$ cat src/rtl/mul_shift_add_ctrl.sv
// rtl/mul_shift_add_ctrl.sv - sequential N x N shift-and-add multiplier controller driving an external ripple adder
// Optional macro MUL_HIGH_NZ_EN adds the registered hi_nz flag (product exceeds N bits).
module mul_shift_add_ctrl #(
    parameter int N = 8
) (
    input  logic           clock,
    input  logic           reset_n,
    input  logic           start,
    input  logic [N-1:0]   a,
    input  logic [N-1:0]   b,
    output logic           busy,
    output logic           done,
    output logic [2*N-1:0] prod,
`ifdef MUL_HIGH_NZ_EN
    output logic           hi_nz,
`endif
    output logic [N-1:0]   add_x1,
    output logic [N-1:0]   add_x2,
    output logic           add_ripin,
    input  logic [N-1:0]   add_somma,
    input  logic           add_ripout
);

    localparam int CW = $clog2(N + 1);

    typedef enum logic [1:0] {
        S_IDLE,
        S_RUN,
        S_DONE
    } state_t;

    state_t           state_q, state_d;
    logic [N-1:0]     m_q, m_d;
    logic [N-1:0]     h_q, h_d;
    logic [N-1:0]     l_q, l_d;
    logic [CW-1:0]    cnt_q, cnt_d;
    logic [2*N-1:0]   prod_q, prod_d;
`ifdef MUL_HIGH_NZ_EN
    logic             hi_nz_q, hi_nz_d;
`endif

    always_ff @(posedge clock or negedge reset_n) begin
        if (!reset_n) begin
            state_q <= S_IDLE;
            m_q     <= '0;
            h_q     <= '0;
            l_q     <= '0;
            cnt_q   <= '0;
            prod_q  <= '0;
`ifdef MUL_HIGH_NZ_EN
            hi_nz_q <= 1'b0;
`endif
        end else begin
            state_q <= state_d;
            m_q     <= m_d;
            h_q     <= h_d;
            l_q     <= l_d;
            cnt_q   <= cnt_d;
            prod_q  <= prod_d;
`ifdef MUL_HIGH_NZ_EN
            hi_nz_q <= hi_nz_d;
`endif
        end
    end

    always_comb begin
        state_d   = state_q;
        m_d       = m_q;
        h_d       = h_q;
        l_d       = l_q;
        cnt_d     = cnt_q;
        prod_d    = prod_q;
`ifdef MUL_HIGH_NZ_EN
        hi_nz_d   = hi_nz_q;
`endif
        add_x1    = '0;
        add_x2    = '0;
        add_ripin = 1'b0;

        case (state_q)
            S_IDLE: begin
                if (start) begin
                    m_d     = a;
                    h_d     = '0;
                    l_d     = b;
                    cnt_d   = CW'(N);
                    state_d = S_RUN;
                end
            end
            S_RUN: begin
                add_x1 = h_q;
                add_x2 = l_q[0] ? m_q : '0;
                // Carry-out re-enters the top of H so the running sum never loses a bit.
                h_d    = {add_ripout, add_somma[N-1:1]};
                l_d    = {add_somma[0], l_q[N-1:1]};
                cnt_d  = cnt_q - CW'(1);
                if (cnt_q == CW'(1)) begin
                    state_d = S_DONE;
                    prod_d  = {h_d, l_d};
`ifdef MUL_HIGH_NZ_EN
                    hi_nz_d = |h_d;
`endif
                end
            end
            S_DONE: begin
                state_d = S_IDLE;
            end
            default: begin
                state_d = S_IDLE;
            end
        endcase
    end

    assign busy  = (state_q != S_IDLE);
    assign done  = (state_q == S_DONE);
    assign prod  = prod_q;
`ifdef MUL_HIGH_NZ_EN
    assign hi_nz = hi_nz_q;
`endif

endmodule

$ cat config.mk
export PLATFORM = sky130hd
export DESIGN_NAME = mul_shift_add_ctrl
export DESIGN_NICKNAME = d
export VERILOG_FILES = /design/src/rtl/mul_shift_add_ctrl.sv
export SDC_FILE = /design/constraint.sdc
export NUM_CORES = 1
export LEC_CHECK = 0
export CORE_MARGIN = 1
export CORE_UTILIZATION = 46
export DETAILED_ROUTE_END_ITERATION = 10
export MAX_ROUTING_LAYER = met4
export PLACE_DENSITY = 0.79
export RECOVER_POWER = 25
export SYNTH_ARGS = -nofsm -noshare
export SYNTH_HDL_FRONTEND = slang
export SYNTH_SLANG_ARGS = --single-unit
$ cat constraint.sdc
create_clock -name clock -period 1.8 [get_ports clock]
set_input_delay 0.36 -clock clock [delete_from_list [all_inputs] [get_ports clock]]
set_output_delay 0.36 -clock clock [all_outputs]
set_load 0.02 [all_outputs]
==> results of run 1 <==
[area by class of cell]
type                    count  share of cell area
well taps                  50              0.0227
clock buffers               7              0.0313
flip-flops and latches     46               0.417
repair buffers             72               0.236
inverters                   3             0.00408
multi-input cells         110               0.286
clock inverters             1             0.00181
[routing by layer]
| layer | wire length (um) | share of wire | track usage | vias to the layer above |
|---|---|---|---|---|
| met1 | 1760 | 0.43 | 0.253 | 752 |
| met4 | 75 | 0.018 | 0.0938 | 0 |
| met3 | 180 | 0.044 | 0.0600 | 5 |
| met5 | 0 | 0 | - | - |
| li1 | - | - | - | 706 |
| met2 | 2070 | 0.51 | 0.309 | 33 |
[what timing repair did]
item                                   4_1_cts  5_1_grt
setup endpoints to repair                   18        5
setup buffers                                0        0
resized for setup                           69        9
pin swaps                                    0        0
endpoints found under the hold margin        0        0
[layout by cell type (no fill, tap or decap), types with 2 or more instances in the layout]
master / instances
dfrtp_1: 46
clkdlybuf4s50_1: 42
nand2_1: 34
mux2_2: 15
buf_2: 12
o21ai_0: 10
mux2_4: 9
and3_1: 8
and2_1: 8
a22oi_1: 8
buf_4: 7
clkbuf_8: 6
buf_6: 5
inv_1: 3
nor3b_2: 2
o21bai_1: 2
nand3b_1: 2
ha_1: 2
clkbuf_1: 2
clkbuf_2: 2
buf_12: 2
[worst max path at each step]
stage                            from   endpoint  slack (ns)
6_report       state_q[0]$_DFFE_PN0P_  add_x2[7]        0.06
5_1_grt        state_q[1]$_DFFE_PN0P_  add_x2[6]      0.0002
4_1_cts        state_q[0]$_DFFE_PN0P_       busy       0.008
3_5_place_dp   state_q[1]$_DFFE_PN0P_  add_x1[2]       -0.08
3_3_place_gp   state_q[1]$_DFFE_PN0P_  add_x2[7]       -0.06
2_1_floorplan  state_q[1]$_DFFE_PN0P_  add_x2[0]        0.20
[worst register-to-register path, stage by stage (launching register included)]
cell	delay, ns
dfrtp_1	0.38
and2b_2	0.23
buf_12	0.15
buf_4	0.16
nand2_4	0.24
mux2_2	0.38
[per-stage QoR]
stage          std cells  power (mW)   util  setup TNS [ns]
5_1_grt              289        5.29  0.675               0
2_1_floorplan        169        3.30      -               0
4_1_cts              289        4.97  0.674               0
3_3_place_gp         281        4.38  0.670          -0.729
6_report             289        4.95  0.675               0
3_5_place_dp         281        4.47  0.670          -0.980
[state kept, by name, indices dropped and copies added (netlist names)]
name     flops
state_q      2
cnt_q        4
l_q          8
prod        16
m_q          8
h_q          8
[kinds of logic (layout without fill, tap and decap cells)]
| logic type | Yosys count | in the layout |
|---|---|---|
| simple gates | 60 | 60 |
| flops | 46 | 46 |
| mux | 24 | 24 |
| compound gates | 23 | 23 |
| buf+inv | 13 | 83 |
| fa+ha+maj | 2 | 2 |
| other cells | 1 | 1 |
[cells in the mapped netlist, types with 3 or more instances]
cell type | instances | area, um2
nand2_1 | 34 | 128
clkbuf_1 | 3 | 11.3
and3_1 | 8 | 50.1
mux2_4 | 9 | 135
dfrtp_1 | 46 | 1150
buf_2 | 4 | 20.0
mux2_2 | 15 | 169
o21ai_0 | 10 | 50.1
and2_1 | 8 | 50.1
inv_1 | 3 | 11.3
a22oi_1 | 8 | 60.1
[power groups by stage]
stage | clock network (mW) | registers, mW | logic (mW)
4_1_cts | 0.659 | 1.85 | 2.46
3_5_place_dp | 0 | 1.87 | 2.60
5_1_grt | 0.707 | 1.92 | 2.67
6_report | 0.642 | 1.85 | 2.47
3_3_place_gp | 0 | 1.85 | 2.54
2_1_floorplan | 0 | 2.03 | 1.28
==> metrics.md, run 1 <==
| Metric | Value |
|---|---|
| Synth Area per Inst | `11.9 um2` |
| Hold Vio Cnt, Final | `0` |
| Max Slew Vio Count | `0` |
| FF-to-FF End | `prod[13]$_DFFE_PN0P_` |
| Remaining antenna violation count | `0` |
| Synthesized cell area | `roughly 2000 um2` |
| Syn nets | `~200` |
| EDFF count, synth | `0` |
| Synthesis-to-finish area growth | `37.7%` |
| Buffers on Ports | `between 60 and 70` |
| VDD IR max | `about 0.00094 V` |
| Fmax | `between 0.5 and 0.6 GHz` |
| Seq cells post-synth | `46` |
| CP top delay family | `simple AND/OR/NAND/NOR gates` |
| Drt pass-1 iters | `5` |
| Endpoint class of the critical path | `output pin` |
| WP data arrival | `~1.4 ns` |
| Crit path depth | `4` |
| CTS tree | `done` |
| Vias per inst | `a little over 5` |
| Gate count of the mapped netlist | `between 150 and 200` |
| CP max FO | `12` |
| Max clock buf depth | `2` |
| P_int | `around 3.1 mW` |
| All-Layer GR Usage | `0.205` |
| Layout cell share with drive strength beyond 1 | `0.268` |
| Pre-CTS setup slack | `-0.0824 ns` |
| Combinational family with the most area after synthesis | `simple AND/OR/NAND/NOR gates` |
| Status | `finished clean` |
| Largest net degree at the start of global routing | `23` |
| Number of fill cells in the layout | `around 330` |
| Sequential power share | `0.373` |
| Net Switching | `between 1.5 and 2 mW` |
| Sequential share of the synthesized area | `0.575` |
| Logic pwr share | `0.498` |
| Critical path cell sequence | `and2b_2 > buf_12 > and3_1 > buf_2` |
| Period minus WS final | `~1.7 ns` |
| Cts hold-fix bufs | `0` |
| Die width | `just under 70 um` |
| Clock share of power | `0.130` |
| Final wirelength | `4080 um` |
| Final instance area | `2760 um2` |
| Clock root cell | `clkbuf_8` |
| Compound-cell area share of the yosys netlist | `0.0725` |
| CTS Buf Count | `5` |
| Diode count | `0` |
| Xor/xnor cell area share of the yosys netlist | `0` |
| Slowest stage delay, CP | `between 0.3 and 0.4 ns` |
| Count of unique library cells instantiated by Yosys | `28` |
| Final Cycle Share | `0.968` |
| RSZ-0062 raised after global routing | `false` |
| Clk Latency, worst-skew pair | `0.30 ns` |
| Reg2Reg Depth | `5` |
| Req. time, crit path | `1.44 ns` |
| Reg2reg setup slack | `0.15 ns` |
| H-tree levels | `2` |
| Sequential Area | `between 1000 and 1500 um2` |
| Row cnt | `23` |
| Initial DRC Count | `100` |
| Multiplexer share of the synthesized area | `0.152` |
| Initial antenna violation count | `0` |
| Max-cap viol count | `0` |
| Initial Util | `0.490` |
| Clock-pin slew on the worst setup and hold paths | `0.08 ns` |
| Clock Skew | `roughly 0.0023 ns` |
| Startpoint Class | `register` |
| Vias | `between 1000 and 1500` |
| Total congestion overflow | `0` |
| Number of global-route vias before repair | `about 1300` |
| Placer Congestion | `approximately 0.79` |
| FFs w/ async S/R, synth | `1.00` |
| # IOs | `63` |
| Pleak | `around 1.3 nW` |
| Die area | `4620 um2` |
| Sw Share | `0.373` |
| Pwr dens | `roughly 1800 nW/um2` |
| Post-route DRC | `0` |
| Slew headroom | `0.348` |
| WP buf/inv | `2` |
| Post-Synth Adder-Cell Area | `0.0125` |
| Post-DP HPWL | `between 3000 and 4000 um` |
| Synth Area in Simple Gates | `0.152` |
| Post-DP Area | `about 2700 um2` |
| Worst path slowest cell | `dfrtp_1` |
| Layout Nets | `~270` |
| Worst Tran Pin Value | `between 0.9 and 1 ns` |
| Core Footprint | `slightly above 4000 um2` |
| Clk sinks | `46` |
| Die height | `a little under 70 um` |
| WL per Instance | `roughly 14 um` |
| First-pass GRT wire length | `roughly 6500 um` |
| Area of the multi-input gates | `between 700 and 800 um2` |
| WHS | `roughly 0.19 ns` |
| Ys Warns | `0` |
| WS Path Type | `reg2out` |
| Setup-failing EPs final | `0` |
| Reg2reg start | `state_q[0]$_DFFE_PN0P_` |
| Setup ws final | `0.0577 ns` |
| Worst hold path class | `in2async` |
| Main flop type after synthesis | `dfrtp_1` |
(Power assumes the default switching activity.)
==> run 2, diff against run 1 <==
--- a/config.mk
+++ b/config.mk
@@ -5,6 +5,7 @@
 export SDC_FILE = /design/constraint.sdc
 export NUM_CORES = 1
 export LEC_CHECK = 0
+export ABC_AREA = 1
 export CORE_MARGIN = 1
 export CORE_UTILIZATION = 46
 export DETAILED_ROUTE_END_ITERATION = 10
==> run 2 against run 1 <==
Combinational power barely moved. Register-to-register slack gained 0.29 ns. Highest routed layer unchanged. Count of clock-buffer cells in the layout is 2 lower. Critical path depth did not move. Clock skew increased by 0.0039 ns. Synthesized cell count up 38%. Power increased by 1.1%. Critical endpoint is now busy. Wire length increased by 4.1%.
==> metrics.md, run 2 <==
| Metric | Value |
|---|---|
| Status | `finished clean (unchanged)` |
| Row cnt | `23 (unchanged)` |
| Ys Warns | `0 (unchanged)` |
| Vias per inst | `4.79 (was 5.18)` |
| Vias | `1687 (was 1496)` |
| Max-cap viol count | `0 (unchanged)` |
| Diode count | `0 (unchanged)` |
| Core Footprint | `4120 um2 (was 4090 um2)` |
| WP data arrival | `1.35 ns (was 1.38 ns)` |
| Setup bufs post-CTS | `0 (unchanged)` |
| Die area | `4660 um2 (was 4620 um2)` |
| Reg2reg setup slack | `0.44 ns (was 0.15 ns)` |
| Sw Share | `0.419 (was 0.373)` |
| Reg2reg start | `state_q[1]$_DFFE_PN0P_ (was state_q[0]$_DFFE_PN0P_)` |
| Worst Tran Pin Value | `1.05 ns (was 0.978 ns)` |
| Clock share of power | `0.153 (was 0.130)` |
| WS Path Type | `reg2out (unchanged)` |
| P_int | `2.91 mW (was 3.11 mW)` |
| WL per Instance | `12.1 um (was 14.1 um)` |
| CTS tree | `done (unchanged)` |
| Initial antenna violation count | `0 (unchanged)` |
| Sequential Area | `1150 um2 (unchanged)` |
| Clk sinks | `46 (unchanged)` |
| Final Cycle Share | `0.949 (was 0.968)` |
| Gate count of the mapped netlist | `234 (was 169)` |
| Clock-pin slew on the worst setup and hold paths | `0.09 ns (was 0.08 ns)` |
| Req. time, crit path | `1.44 ns (about the same)` |
| Remaining antenna violation count | `0 (unchanged)` |
| Sequential power share | `0.357 (was 0.373)` |
| Area of the multi-input gates | `696 um2 (was 790 um2)` |
| RSZ-0062 raised after global routing | `false (unchanged)` |
| Layout Nets | `331 (was 268)` |
| Synthesis-to-finish area growth | `34.1% (was 37.7%)` |
| Main flop type after synthesis | `dfrtp_1 (unchanged)` |
| Period minus WS final | `1.71 ns (was 1.74 ns)` |
| Logic pwr share | `0.490 (was 0.498)` |
| CP max FO | `2 (was 12)` |
| Post-DP HPWL | `3080 um (was 3000 um)` |
| Die height | `68.2 um (was 68.0 um)` |
| Startpoint Class | `register (unchanged)` |
| # IOs | `63 (unchanged)` |
| Final wirelength | `4250 um (was 4080 um)` |
| Max clock buf depth | `2 (unchanged)` |
| Net Switching | `2.10 mW (was 1.85 mW)` |
| Pwr dens | `1850 nW/um2 (was 1800 nW/um2)` |
| Total congestion overflow | `0 (unchanged)` |
| Layout cell share with drive strength beyond 1 | `0.156 (was 0.268)` |
| Top cell type's share of synthesized area | `0.570 (was 0.575)` |
| Initial DRC Count | `112 (was 100)` |
| Clock Skew | `0.00616 ns (was 0.00227 ns)` |
| Seq cells post-synth | `46 (unchanged)` |
| Final Core Density | `0.658 (was 0.675)` |
| Number of global-route vias before repair | `1573 (was 1342)` |
| Syn nets | `264 (was 199)` |
| Placer Congestion | `0.847 (was 0.789)` |
| Commonest non-fill, non-tap cell in the layout | `nand2_1 (was dfrtp_1)` |
| H-tree levels | `2 (unchanged)` |
| All-Layer GR Usage | `0.208 (was 0.205)` |
| Synth area leader | `dfrtp_1 (unchanged)` |
| Leading cell types by total area after synthesis | `dfrtp_1 57%, nand2_1 17%, nor2_1 4.5% (was dfrtp_1 57%, mux2_2 8.4%, mux2_4 6.7%)` |
| Hold Vio Cnt, Final | `0 (unchanged)` |
| Buffers on Ports | `61 (unchanged)` |
| Commonest cells in the netlist | `91 x nand2_1, 46 x dfrtp_1, 24 x nor2_1 (was 46 x dfrtp_1, 34 x nand2_1, 15 x mux2_2)` |
| Max reg flops | `16 (unchanged)` |
| CTS Buf Count | `5 (unchanged)` |
| Sequential share of the synthesized area | `0.570 (was 0.575)` |
| Die width | `68.2 um (was 68.0 um)` |
| Endpoint class of the critical path | `output pin (unchanged)` |
| VDD IR max | `0.000974 V (was 0.000943 V)` |
| Most common cell in the synthesized netlist | `nand2_1 (was dfrtp_1)` |
| FFs w/ async S/R, synth | `1.00 (unchanged)` |
| Commonest cells after routing, fill and taps aside | `91 x nand2_1, 46 x dfrtp_1, 42 x clkdlybuf4s50_1, 24 x nor2_1, 22 x inv_1 (was 46 x dfrtp_1, 42 x clkdlybuf4s50_1, 34 x nand2_1, 15 x mux2_2, 12 x buf_2)` |
| Clk Latency, worst-skew pair | `0.30 ns (about the same)` |
| Synth Area per Inst | `8.62 um2 (was 11.9 um2)` |
| TNS Setup | `0 ns (unchanged)` |
| Slew headroom | `0.301 (was 0.348)` |
| First-pass GRT wire length | `6820 um (was 6470 um)` |
| Fmax | `0.585 GHz (was 0.574 GHz)` |
| Setup-failing EPs final | `0 (unchanged)` |
| Drt pass-1 iters | `4 (was 5)` |
| Worst hold path class | `in2async (unchanged)` |
| Largest net degree at the start of global routing | `27 (was 23)` |
| Post-route DRC | `0 (unchanged)` |
| Synthesized cell area | `2020 um2 (was 2000 um2)` |
| Number of fill cells in the layout | `365 (was 327)` |
| Count of unique library cells instantiated by Yosys | `20 (was 28)` |
| EDFF count, synth | `0 (unchanged)` |
| Max Slew Vio Count | `0 (unchanged)` |
| Pleak | `1.38 nW (was 1.33 nW)` |
| FF-to-FF End | `prod[10]$_DFFE_PN0P_ (was prod[13]$_DFFE_PN0P_)` |
| Reg2Reg Depth | `6 (was 5)` |
| Clock root cell | `clkbuf_8 (unchanged)` |
| Initial Util | `0.490 (about the same)` |
-- run 2: cell types whose count changed after synthesis, moves of 11 or more --
| cell | delta |
|---|---|
| inv_1 | +19 |
| mux2_2 | -15 |
| nand2_1 | +57 |
| nand3_1 | +11 |
| nor2_1 | +24 |
-- run 2: per-layer routing --
layer,global-route usage,up-vias,wire [um]
li1,-,853,-
met1,0.259,775,1940
met2,0.328,52,2050
met3,0.0400,7,190
met4,0.0938,0,69
met5,-,-,0
-- run 2: kinds of logic (layout without fill, tap and decap cells) --
family / after synthesis / count (layout) / synth area share
adder cells (fa/ha/maj): 2 / 2 / 0.0124
flip-flops: 46 / 46 / 0.570
AO/OA/AOI/OAI: 21 / 21 / 0.0750
other: 1 / 1 / 0.00186
buffers and inverters: 36 / 104 / 0.0849
AND/OR/NAND/NOR: 128 / 128 / 0.255
-- run 2: worst max path at each step --
stage | cells after the start | to | slack [ns] | start
after floorplan | 5 | add_x1[0] | 0.33 | state_q[0]$_DFFE_PN0P_
after global placement | 4 | add_x1[7] | 0.003 | state_q[1]$_DFFE_PN0P_
after detailed placement | 4 | add_x1[7] | -0.03 | state_q[1]$_DFFE_PN0P_
after CTS | 4 | add_x2[2] | 0.002 | state_q[1]$_DFFE_PN0P_
after global routing | 4 | busy | 0.03 | state_q[1]$_DFFE_PN0P_
final | 4 | busy | 0.09 | state_q[1]$_DFFE_PN0P_
-- run 2: power groups by stage --
| stage | logic, mW | clock network (mW) | registers (mW) |
|---|---|---|---|
| finish | 2.46 | 0.766 | 1.79 |
| global placement | 2.55 | 0 | 1.79 |
| global route | 2.72 | 0.829 | 1.85 |
| floorplan | 1.43 | 0 | 1.96 |
| CTS | 2.54 | 0.781 | 1.79 |
| detailed placement | 2.62 | 0 | 1.80 |
-- run 2: timing repair --
action,4_1_cts,5_1_grt
gates resized for setup,29,24
endpoints found under the setup margin,18,16
hold buffers,0,0
-- run 2: worst max-delay path, cell delays in order, from the launching register on --
cell and delay [ns]:
dfrtp_1 0.42, buf_4 0.16, nor2_1 0.11, inv_1 0.05
dlygate4sd2_1 0.31
-- run 2: area by class of cell --
| cell class | instances | area share |
|---|---|---|
| inverters | 27 | 0.0384 |
| multi-input cells | 152 | 0.257 |
| flip-flops and latches | 46 | 0.425 |
| clock inverters | 3 | 0.0166 |
| clock buffers | 5 | 0.0254 |
| well taps | 50 | 0.0231 |
| repair buffers | 69 | 0.214 |
-- run 2: through the flow --
step                total power [mW]  worst slack (ns)  instances  cell area, um2  hold slack, ns
floorplan                       3.38             0.328        234            2020          0.0644
global placement                4.35           0.00285        344            2690           0.345
detailed placement              4.42           -0.0275        344            2690           0.349
CTS                             5.11           0.00162        352            2800          0.0185
global route                    5.40            0.0321        352            2710           0.301
finish                          5.01            0.0915        352            2710           0.220
==> run 3, diff against run 2 <==
--- a/config.mk
+++ b/config.mk
@@ -12,6 +12,7 @@
 export MAX_ROUTING_LAYER = met4
 export PLACE_DENSITY = 0.79
 export RECOVER_POWER = 25
+export SETUP_SLACK_MARGIN = 0.1
 export SYNTH_ARGS = -nofsm -noshare
 export SYNTH_HDL_FRONTEND = slang
 export SYNTH_SLANG_ARGS = --single-unit
==> run 3 against run 2 <==
Clock power hardly changed. Clock skew shrank 0.0011 ns. Sequential share of layout area shrank 0.43 points. Critical endpoint is now done. Worst setup slack improved by 0.044 ns. Largest cell class unchanged. Die area unchanged. Via count down 0.18%. Highest routed layer unchanged. Combinational power is 3% higher. Power grew 1.6%. Utilization grew 0.67 points. Global-route usage grew 0.11 points. Critical path depth is the same.
==> metrics.md, run 3 (synthesized netlist as in run 2, its figures left out) <==
| Metric | Value |
|---|---|
| Status | `finished clean (unchanged)` |
| DP Cell Count | `344 (unchanged)` |
| Setup bufs post-CTS | `0 (unchanged)` |
| Max clock buf depth | `2 (unchanged)` |
| Req. time, crit path | `1.44 ns (about the same)` |
| WS Path Type | `reg2out (unchanged)` |
| Core Footprint | `4120 um2 (unchanged)` |
| # IOs | `63 (unchanged)` |
| RSZ-0062 raised after global routing | `true (was false)` |
| TNS Setup | `0 ns (unchanged)` |
| Post-route DRC | `0 (unchanged)` |
| Endpoint class of the critical path | `output pin (unchanged)` |
| CTS tree | `done (unchanged)` |
| Number of fill cells in the layout | `358 (was 365)` |
| Slew headroom | `0.294 (was 0.301)` |
| Max Slew Vio Count | `0 (unchanged)` |
| Worst Tran Pin Value | `1.06 ns (was 1.05 ns)` |
| Post-DP Area | `2690 um2 (unchanged)` |
| Critical path cell sequence | `buf_4 > inv_1 > nor2_1 > clkdlybuf4s15_1 (was buf_4 > nor2_1 > inv_1 > dlygate4sd2_1)` |
| Final Core Density | `0.664 (was 0.658)` |
| All-Layer GR Usage | `0.209 (was 0.208)` |
| Reg2reg start | `state_q[1]$_DFFE_PN0P_ (unchanged)` |
| Sequential power share | `0.351 (was 0.357)` |
| Die area | `4660 um2 (unchanged)` |
| Max-cap viol count | `0 (unchanged)` |
| First-pass GRT wire length | `6870 um (was 6820 um)` |
| CTS Buf Count | `5 (unchanged)` |
| Final wirelength | `4270 um (was 4250 um)` |
| Startpoint Class | `register (unchanged)` |
| Vias | `1684 (was 1687)` |
| Max reg flops | `16 (unchanged)` |
| Clk sinks | `46 (unchanged)` |
| Clock root cell | `clkbuf_8 (unchanged)` |
| Period minus WS final | `1.66 ns (was 1.71 ns)` |
| Die height | `68.2 um (unchanged)` |
| Fmax | `0.601 GHz (was 0.585 GHz)` |
| Final Cycle Share | `0.925 (was 0.949)` |
| H-tree levels | `2 (unchanged)` |
| Pleak | `1.39 nW (was 1.38 nW)` |
| Pwr dens | `1860 nW/um2 (was 1850 nW/um2)` |
| Clk Latency, worst-skew pair | `0.30 ns (about the same)` |
| Die width | `68.2 um (unchanged)` |
| Initial antenna violation count | `0 (unchanged)` |
| P_int | `2.97 mW (was 2.91 mW)` |
| Total congestion overflow | `0 (unchanged)` |
| Row cnt | `23 (unchanged)` |
| Post-Layout Cell Count | `352 (unchanged)` |
| Reg2reg setup slack | `0.42 ns (was 0.44 ns)` |
| WL per Instance | `12.1 um (about the same)` |
| Worst path slowest cell | `dfrtp_1 (unchanged)` |
| Setup-failing EPs final | `0 (unchanged)` |
| Initial DRC Count | `112 (unchanged)` |
| Commonest non-fill, non-tap cell in the layout | `nand2_1 (unchanged)` |
| Post-DP HPWL | `3080 um (unchanged)` |
| FF-to-FF End | `prod[10]$_DFFE_PN0P_ (unchanged)` |
| Vias per inst | `4.78 (was 4.79)` |
| VDD IR max | `0.000984 V (was 0.000974 V)` |
| Synthesis-to-finish area growth | `35.5% (was 34.1%)` |
| Logic pwr share | `0.498 (was 0.490)` |
| Initial Util | `0.490 (unchanged)` |
| WP data arrival | `1.30 ns (was 1.35 ns)` |
| Slowest stage delay, CP | `0.40 ns (was 0.42 ns)` |
| Reg2Reg Depth | `6 (unchanged)` |
| Drt pass-1 iters | `4 (unchanged)` |
| Clock share of power | `0.151 (was 0.153)` |
| Clock-pin slew on the worst setup and hold paths | `0.09 ns (about the same)` |
| Cts hold-fix bufs | `0 (unchanged)` |
| Layout Nets | `331 (unchanged)` |
| Pre-CTS setup slack | `-0.0275 ns (unchanged)` |
| Number of global-route vias before repair | `1581 (was 1573)` |
| Worst hold path class | `in2async (unchanged)` |
| Largest net degree at the start of global routing | `27 (unchanged)` |
| Hold Vio Cnt, Final | `0 (unchanged)` |
| Buffers on Ports | `61 (unchanged)` |
| CP max FO | `3 (was 2)` |
| Setup ws final | `0.135 ns (was 0.0915 ns)` |
| Sw Share | `0.416 (was 0.419)` |
| Layout cell share with drive strength beyond 1 | `0.166 (was 0.156)` |
| Diode count | `0 (unchanged)` |
| Final instance area | `2730 um2 (was 2710 um2)` |
| Remaining antenna violation count | `0 (unchanged)` |
| Clock Skew | `0.00508 ns (was 0.00616 ns)` |
| Commonest cells after routing, fill and taps aside | `91 x nand2_1, 46 x dfrtp_1, 42 x clkdlybuf4s50_1, 22 x inv_1, 22 x nor2_1 (was 91 x nand2_1, 46 x dfrtp_1, 42 x clkdlybuf4s50_1, 24 x nor2_1, 22 x inv_1)` |
| Placer Congestion | `0.847 (unchanged)` |
| Net Switching | `2.12 mW (was 2.10 mW)` |
-- run 3: metrics by stage --
stage / power (mW) / hold slack (ns)
after CTS: 5.05 / 0.0185
after floorplan: 3.38 / 0.0644
after global placement: 4.35 / 0.345
after global routing: 5.47 / 0.301
final: 5.09 / 0.224
after detailed placement: 4.42 / 0.349
-- run 3: power by group through the flow --
stage / Sequential [mW] / Combinational, mW / Clock, mW
after floorplan: 1.96 / 1.43 / 0
after global placement: 1.79 / 2.55 / 0
after detailed placement: 1.80 / 2.62 / 0
after CTS: 1.79 / 2.48 / 0.781
after global routing: 1.85 / 2.79 / 0.829
final: 1.79 / 2.53 / 0.767
-- run 3: layout make-up --
cell class	instances	area, um2	share of cell area
clock buffer	5	68.8	0.0252
inverter	27	106	0.0389
sequential	46	1150	0.421
timing repair buffer	69	599	0.219
clock inverter	3	45.0	0.0165
multi-input combinational	152	701	0.256
tap	50	62.6	0.0229
-- run 3: worst max path at each step --
| stage | cells after the start | slack (ns) | from | to |
|---|---|---|---|---|
| final | 4 | 0.14 | state_q[1]$_DFFE_PN0P_ | done |
| after global routing | 4 | 0.06 | state_q[1]$_DFFE_PN0P_ | done |
| after CTS | 4 | 0.11 | state_q[1]$_DFFE_PN0P_ | done |
| after detailed placement | 4 | -0.03 | state_q[1]$_DFFE_PN0P_ | add_x1[7] |
| after global placement | 4 | 0.003 | state_q[1]$_DFFE_PN0P_ | add_x1[7] |
| after floorplan | 5 | 0.33 | state_q[0]$_DFFE_PN0P_ | add_x1[0] |
-- run 3: what timing repair did --
action / CTS / global route
gates resized for setup: 68 / 14
hold endpoints to repair: 0 / 0
setup endpoints to repair: 18 / 13
-- run 3: worst max-delay path: cells and delay by family, from the launching register on --
| family | cells | cell delay [ns] |
|---|---|---|
| and+or+nand+nor | 1 | 0.09 |
| DFF | 1 | 0.40 |
| buffers and inverters | 3 | 0.51 |
-- run 3: layer usage --
metal  routed length (um)  vias up  track usage  share of wire
met2                 2080       39        0.330           0.49
li1                     -      856            -              -
met4                   72        0       0.0911          0.017
met1                 1960      782        0.263           0.46
met3                  154        7       0.0383          0.036
met5                    0        -            -              0
